===== config.mk =====
export PLATFORM = sky130hd
export DESIGN_NAME = fp_norm_round_flat
export DESIGN_NICKNAME = d
export VERILOG_FILES = /design/src/rtl/fp_norm_round_pkg.sv /design/src/rtl/fp_norm_round_if.sv /design/src/rtl/fp_norm_round_rne.sv /design/src/rtl/fp_norm_round.sv /design/src/flat_wrapper.sv
export SDC_FILE = /design/constraint.sdc
export NUM_CORES = 1
export LEC_CHECK = 0
export ABC_CLOCK_PERIOD_IN_PS = 3400
export BUFFER_PORTS_ARGS = -buffer_cell sky130_fd_sc_hd__clkbuf_2
export CAP_MARGIN = 20
export CORE_ASPECT_RATIO = 0.9
export CORE_MARGIN = 2
export CORE_UTILIZATION = 53
export DETAILED_ROUTE_END_ITERATION = 12
export GPL_TIMING_DRIVEN = 0
export PLACE_DENSITY = 0.78
export SLEW_MARGIN = 20
export SYNTH_ARGS = -nofsm -noshare
export SYNTH_HDL_FRONTEND = slang
export SYNTH_SLANG_ARGS = --single-unit

===== constraint.sdc =====
create_clock -name clk -period 3.4 [get_ports clk]
set_input_delay 0.68 -clock clk [delete_from_list [all_inputs] [get_ports clk]]
set_output_delay 0.68 -clock clk [all_outputs]
set_load 0.1 [all_outputs]

===== src/rtl/fp_norm_round_pkg.sv =====
// fp_norm_round shared types and widths for the FP adder post-add stage.
// Holds format parameters and the stage-1 / stage-2 pipeline bundles.
package fp_norm_round_pkg;

    localparam int SIG_WIDTH = 23;
    localparam int EXP_WIDTH = 8;
    localparam int SW        = 2 * SIG_WIDTH + 3;
    localparam int EXP_MAX   = (1 << EXP_WIDTH) - 1;
    localparam int BIAS      = 127;
    localparam logic [31:0] QNAN = 32'h7FC0_0000;

    // Normalized mantissa width (carry bit dropped) and signed exponent width
    localparam int MW = SW - 1;
    localparam int EW = EXP_WIDTH + 2;

    typedef struct packed {
        logic [MW-1:0]        mant;
        logic                 sticky;
        logic signed [EW-1:0] exp;
        logic                 zero;
        logic                 sign;
        logic                 special;
        logic [31:0]          sval;
    } s1_t;

    typedef struct packed {
        logic [31:0] result;
        logic        ovf;
        logic        unf;
    } s2_t;

endpackage


===== src/rtl/fp_norm_round_if.sv =====
// Handshake bundle between lod, fp_norm_round and the result consumer.
// master: upstream/downstream environment; slave: the fp_norm_round stage.
interface fp_norm_round_if;
    import fp_norm_round_pkg::*;

    logic                 in_valid;
    logic                 in_ready;
    logic [SW-1:0]        in_sum;
    logic [5:0]           in_norm_amt;
    logic                 in_right_shift;
    logic [EXP_WIDTH-1:0] in_exp;
    logic                 in_sign;
    logic                 in_special;
    logic [31:0]          in_special_val;
    logic                 out_valid;
    logic                 out_ready;
    logic [31:0]          out_result;
    logic                 out_overflow;
    logic                 out_underflow;

    modport master (
        output in_valid, in_sum, in_norm_amt, in_right_shift,
        output in_exp, in_sign, in_special, in_special_val,
        output out_ready,
        input  in_ready, out_valid, out_result,
        input  out_overflow, out_underflow
    );

    modport slave (
        input  in_valid, in_sum, in_norm_amt, in_right_shift,
        input  in_exp, in_sign, in_special, in_special_val,
        input  out_ready,
        output in_ready, out_valid, out_result,
        output out_overflow, out_underflow
    );

endinterface


===== src/rtl/fp_norm_round_rne.sv =====
// fp_round_rne: round-to-nearest-even on a 24-bit mantissa with G/R/S.
// Ports: mant_i (hidden+fraction), g_i, r_i, s_i -> frac_o, carry_o.
module fp_round_rne
    import fp_norm_round_pkg::*;
(
    input  logic [SIG_WIDTH:0]   mant_i,
    input  logic                 g_i,
    input  logic                 r_i,
    input  logic                 s_i,
    output logic [SIG_WIDTH-1:0] frac_o,
    output logic                 carry_o
);

    logic                 up;
    logic [SIG_WIDTH+1:0] sum;

    assign up     = g_i & (r_i | s_i | mant_i[0]);
    assign sum    = {1'b0, mant_i} + {{(SIG_WIDTH + 1){1'b0}}, up};
    assign frac_o = sum[SIG_WIDTH-1:0];
    // Fraction overflowed iff the bits above it no longer match the input
    assign carry_o = sum[SIG_WIDTH+1:SIG_WIDTH] != {1'b0, mant_i[SIG_WIDTH]};

endmodule


===== src/rtl/fp_norm_round.sv =====
// fp_norm_round: two-stage normalize / RNE round / pack of an FP add sum.
// Ports: clk, rst_n (async active-low), bus (fp_norm_round_if.slave).
module fp_norm_round
    import fp_norm_round_pkg::*;
(
    input  logic           clk,
    input  logic           rst_n,
    fp_norm_round_if.slave bus
);

    localparam logic signed [EW-1:0] EMAX_S = EW'(EXP_MAX);
    localparam logic signed [EW-1:0] EZERO  = '0;

    logic s1_valid_q;
    logic out_valid_q;
    s1_t  s1_d;
    s1_t  s1_q;
    s2_t  out_d;
    s2_t  out_q;

    logic s1_adv;
    logic s2_adv;

    assign s2_adv       = !out_valid_q | bus.out_ready;
    assign s1_adv       = !s1_valid_q | s2_adv;
    assign bus.in_ready = s1_adv;

    // Stage 1: normalize
    logic [MW-1:0] mant_l;

    assign mant_l = bus.in_sum[MW-1:0] << bus.in_norm_amt;

    always_comb begin
        s1_d         = '0;
        s1_d.zero    = bus.in_sum == '0;
        s1_d.sign    = bus.in_sign;
        s1_d.special = bus.in_special;
        s1_d.sval    = bus.in_special_val;
        if (bus.in_right_shift) begin
            s1_d.mant   = bus.in_sum[SW-1:1];
            s1_d.sticky = bus.in_sum[0];
            s1_d.exp    = {{(EW - EXP_WIDTH){1'b0}}, bus.in_exp} + EW'(1);
        end else begin
            s1_d.mant   = mant_l;
            s1_d.sticky = 1'b0;
            s1_d.exp    = {{(EW - EXP_WIDTH){1'b0}}, bus.in_exp}
                        - {{(EW - 6){1'b0}}, bus.in_norm_amt};
        end
    end

    // Stage 2: round and pack
    logic [SIG_WIDTH-1:0] frac;
    logic                 carry;
    logic                 sticky;
    logic signed [EW-1:0] exp_r;

    assign sticky = (|s1_q.mant[MW-SIG_WIDTH-4:0]) | s1_q.sticky;

    fp_round_rne u_rne (
        .mant_i  (s1_q.mant[MW-1:MW-SIG_WIDTH-1]),
        .g_i     (s1_q.mant[MW-SIG_WIDTH-2]),
        .r_i     (s1_q.mant[MW-SIG_WIDTH-3]),
        .s_i     (sticky),
        .frac_o  (frac),
        .carry_o (carry)
    );

    assign exp_r = s1_q.exp + {{(EW - 1){1'b0}}, carry};

    always_comb begin
        out_d = '0;
        if (s1_q.special) begin
            out_d.result = s1_q.sval;
        end else if (s1_q.zero) begin
            out_d.result = '0;
        end else if (exp_r >= EMAX_S) begin
            out_d.result = {s1_q.sign, {EXP_WIDTH{1'b1}}, {SIG_WIDTH{1'b0}}};
            out_d.ovf    = 1'b1;
        end else if (exp_r <= EZERO) begin
            out_d.result = {s1_q.sign, {(EXP_WIDTH + SIG_WIDTH){1'b0}}};
            out_d.unf    = 1'b1;
        end else begin
            out_d.result = {s1_q.sign, exp_r[EXP_WIDTH-1:0], frac};
        end
    end

    always_ff @(posedge clk or negedge rst_n) begin
        if (!rst_n) begin
            s1_valid_q  <= 1'b0;
            s1_q        <= '0;
            out_valid_q <= 1'b0;
            out_q       <= '0;
        end else begin
            if (s1_adv) begin
                s1_valid_q <= bus.in_valid;
            end
            if (s1_adv && bus.in_valid) begin
                s1_q <= s1_d;
            end
            if (s2_adv) begin
                out_valid_q <= s1_valid_q;
            end
            if (s2_adv && s1_valid_q) begin
                out_q <= out_d;
            end
        end
    end

    assign bus.out_valid     = out_valid_q;
    assign bus.out_result    = out_q.result;
    assign bus.out_overflow  = out_q.ovf;
    assign bus.out_underflow = out_q.unf;

endmodule


===== src/flat_wrapper.sv =====
// flat-port wrapper written by rule: the top's interface ports become plain ports
module fp_norm_round_flat import fp_norm_round_pkg::*;
  (clk, rst_n, bus_in_valid, bus_in_sum, bus_in_norm_amt, bus_in_right_shift, bus_in_exp, bus_in_sign, bus_in_special, bus_in_special_val, bus_out_ready, bus_in_ready, bus_out_valid, bus_out_result, bus_out_overflow, bus_out_underflow);
  fp_norm_round_if bus_i ();
  input  logic clk;
  input  logic rst_n;
  input wire logic [$bits(bus_i.in_valid)-1:0] bus_in_valid;
  input wire logic [$bits(bus_i.in_sum)-1:0] bus_in_sum;
  input wire logic [$bits(bus_i.in_norm_amt)-1:0] bus_in_norm_amt;
  input wire logic [$bits(bus_i.in_right_shift)-1:0] bus_in_right_shift;
  input wire logic [$bits(bus_i.in_exp)-1:0] bus_in_exp;
  input wire logic [$bits(bus_i.in_sign)-1:0] bus_in_sign;
  input wire logic [$bits(bus_i.in_special)-1:0] bus_in_special;
  input wire logic [$bits(bus_i.in_special_val)-1:0] bus_in_special_val;
  input wire logic [$bits(bus_i.out_ready)-1:0] bus_out_ready;
  output wire logic [$bits(bus_i.in_ready)-1:0] bus_in_ready;
  output wire logic [$bits(bus_i.out_valid)-1:0] bus_out_valid;
  output wire logic [$bits(bus_i.out_result)-1:0] bus_out_result;
  output wire logic [$bits(bus_i.out_overflow)-1:0] bus_out_overflow;
  output wire logic [$bits(bus_i.out_underflow)-1:0] bus_out_underflow;
  assign bus_i.in_valid = bus_in_valid;
  assign bus_i.in_sum = bus_in_sum;
  assign bus_i.in_norm_amt = bus_in_norm_amt;
  assign bus_i.in_right_shift = bus_in_right_shift;
  assign bus_i.in_exp = bus_in_exp;
  assign bus_i.in_sign = bus_in_sign;
  assign bus_i.in_special = bus_in_special;
  assign bus_i.in_special_val = bus_in_special_val;
  assign bus_i.out_ready = bus_out_ready;
  assign bus_in_ready = bus_i.in_ready;
  assign bus_out_valid = bus_i.out_valid;
  assign bus_out_result = bus_i.out_result;
  assign bus_out_overflow = bus_i.out_overflow;
  assign bus_out_underflow = bus_i.out_underflow;
  fp_norm_round u_core (.clk(clk), .rst_n(rst_n), .bus(bus_i));
endmodule

==> impl_results.md <==
* Routed len/inst at approximately 28 um
* Skew final at 0.0163 ns
* Core area at 0.0183 mm2
* CTS Root Cell: clkbuf_16
* First-pass GRT wire length at slightly above 60000 um
* Initial Utilization at around 54%
* Number of global-route vias before repair at about 9900
* Synthesized instance count at about 1100
* Top_reg_cell synth: dfrtp_1
* Status: finished with violations
* IO Count at 138
* Routed Antenna Nets at 0
* Tot Pwr at around 6600 uW
* Drt first-iter violations at 1074
* Die Area at 0.0196 mm2
* Grt total ovfl at 0
* Fin crit period at 3.45 ns
* Async set or reset register ratio after synthesis at between 90% and 100%
* Area contributors post-synth: dfrtp_1, mux4_2, nand2_1
* # nets final at 1406
* Die span in x at roughly 150 um
* Clock transition at the registers of the reported paths at 0.07 ns
* Final-report max-slew violation count at 0
* Final count of negative-setup-slack endpoints at 20
* Final setup TNS at -0.615 ns
* Max-slew headroom at 15.0%
* CTS H-tree lvls at 4
* Total number of vias at 10800
* CTS Hold Bufs at 0
* CP arrival at 3.79 ns
* WS Path Type: reg2reg
* Cell area after synthesis at 0.00981 mm2
* Mapped Avg Cell Area at 8.76 um2
* Final hold violation count at 0
* Period utilisation layout at 101%
* Place WS at -0.855 ns
* Yosys reg bits at 130
* Fin cells at 1552
* Worst vdd ir at 0.415 mV
* Top-count cell post-synth: nand2_1
* Placed Cells at ~1500
* DRT Wirelength at 43000 um
* DP HPWL at approximately 30000 um
* Sink Count at 130
* Total CTS buffers at 17
* Clock latency on the worst-skew pair at 0.43 ns
* Pre-antenna DRT Iters at 7
* Chip Height at 133 um
* Max Buffers Root-to-Sink at 2
* Final core occ at 65.9%
* Max_cap viols at 0
* Layout cells sized above 1 at between 20% and 30%
* DRC viols at 0
* Synth unique cells at 72
* GRT Overall Usage at 41.7%
* Yosys warnings at 0
* Failing checks: setup timing
* Slew @ Worst Pin at around 1.3 ns
* Core Rows at 47
* Most frequent cells after synthesis: nand2_1, dfrtp_1, nor2_1, a21oi_1, clkbuf_1
* Initial antenna violation count at 1
* Yosys top cell by area: dfrtp_1
* Synth top area share at 33.1%
* HP Class: in2async
* Area grow syn2layout at 22.7%
* Critical Path End Type: flip-flop
* Fmax at between 200 and 300 MHz
* Vias per cell at 6.97
* Gpl congestion at 1.07
* CP startpoint kind: flip-flop
* Synthesized Nets at between 1000 and 1500
* IO Port Bufs at 134
* Leakage power figure at 0.00528 uW
* Crit path required time at 3.74 ns
* Sequential share of the synthesized area at 33.1%
* TritonCTS clock tree: built
* EDFF count, synth at 0
* Largest net degree at the start of global routing at roughly 90
* CP Max Fanout at 7
* RSZ-0062 raised after global routing: true
* Final WS setup at -0.0502 ns
* Pwr/cell area at 550 mW/mm2
==> kinds of logic (layout without fill, tap and decap cells) <==
kind of cell               count (synthesis)  after routing  synth area share [%]
and+or+nand+nor                          468            468                  22.0
adders and majority gates                 11             11                  1.48
DFF                                      130            130                  33.1
xor gates and xnor gates                  36             36                  3.21
muxes                                    114            114                  18.0
other                                      0              1                     0
buffers and inverters                    103            288                  4.78
AOI/OAI and AO/OA                        259            259                  17.4
==> sequential cells by signal, indices dropped and copies added (netlist names) <==
register                  count
u_core.bus.out_valid          1
u_core.s1_q                  94
u_core.s1_valid_q             1
u_core.bus.out_result        32
u_core.bus.out_overflow       1
u_core.bus.out_underflow      1
==> final cells by class <==
cell class | instances | area, um2
plain buffers | 88 | 438
clock buffers | 17 | 425
clock inverters | 15 | 158
multi-input cells | 888 | 6520
diodes | 1 | 2.50
flip-flops and latches | 130 | 3260
well taps | 245 | 307
inverters | 13 | 48.8
repair buffers | 155 | 890
fillers | 1469 | 6240
==> placed cells by master (no fill, tap or decap), drive strengths merged, types with 20 or more instances in the layout <==
master  Yosys  layout
mux4       47      47
inv        13      22
nand3      34      34
nor2       98      98
dfrtp     130     130
nand2     201     201
and3       42      42
clkbuf     55     205
xor2       20      20
a21oi      87      87
mux2i      40      40
o31ai      22      22
o21ai      42      42
buf        35      55
mux2       27      27
==> worst max-delay path, cell delays in order (launching register included) <==
cell	delay [ns]
dfrtp_1	0.44
and4_1	0.28
and3_1	0.22
and2_1	0.25
and4b_2	0.34
ha_4	0.18
ha_4	0.15
and4_4	0.26
nand4_1	0.17
xnor2_2	0.21
o22ai_2	0.20
nand3_4	0.24
buf_8	0.23
o31ai_4	0.18
==> path summary, 6_finish.rpt <==
kind                       slack (ns)  cells past startpoint                        end                    from
min in group clk                 0.44                      3            u_core.s1_q[16]  bus_in_special_val[16]
min reg2reg                      0.48                      2             u_core.s1_q[0]          u_core.s1_q[0]
max in group asynchronous        2.42                      2            u_core.s1_q[82]                   rst_n
max reg2reg                     -0.05                     13  u_core.bus.out_result[18]         u_core.s1_q[84]
max                             -0.05                     13  u_core.bus.out_result[18]         u_core.s1_q[84]
min                              0.16                      1  u_core.bus.out_result[28]                   rst_n
==> per-stage QoR <==
step	area (um2)	hold WS, ns
after floorplan	9810	0.384
after global placement	10800	0.452
after detailed placement	10800	0.455
after CTS	11600	0.176
after global routing	12000	0.203
final	12000	0.163
==> where the power goes <==
part | internal, uW | leakage (uW) | switching [uW]
Sequential | 1820 | 0.00159 | 238
Clock | 982 | 0.000278 | 876
Combinational | 754 | 0.00342 | 1950
Total | 3550 | 0.00528 | 3060
==> per-layer routing <==
metal  vias to the layer above  wire length [um]  global-route usage, %
met5                         -                 0                      0
met4                         0              2750                   21.5
met3                       209              5060                   8.80
met2                       934             18900                   64.1
met1                      5174             16200                   56.1
li1                       4507                 -                      -
==> repair_timing <==
action                     CTS  global route
gates cloned                 1             1
pin swaps                    5            29
setup endpoints to repair   33            33
resized for setup           27            64
buffers inserted             8            10
No activity file was read; power rests on OpenSTA's default activity.
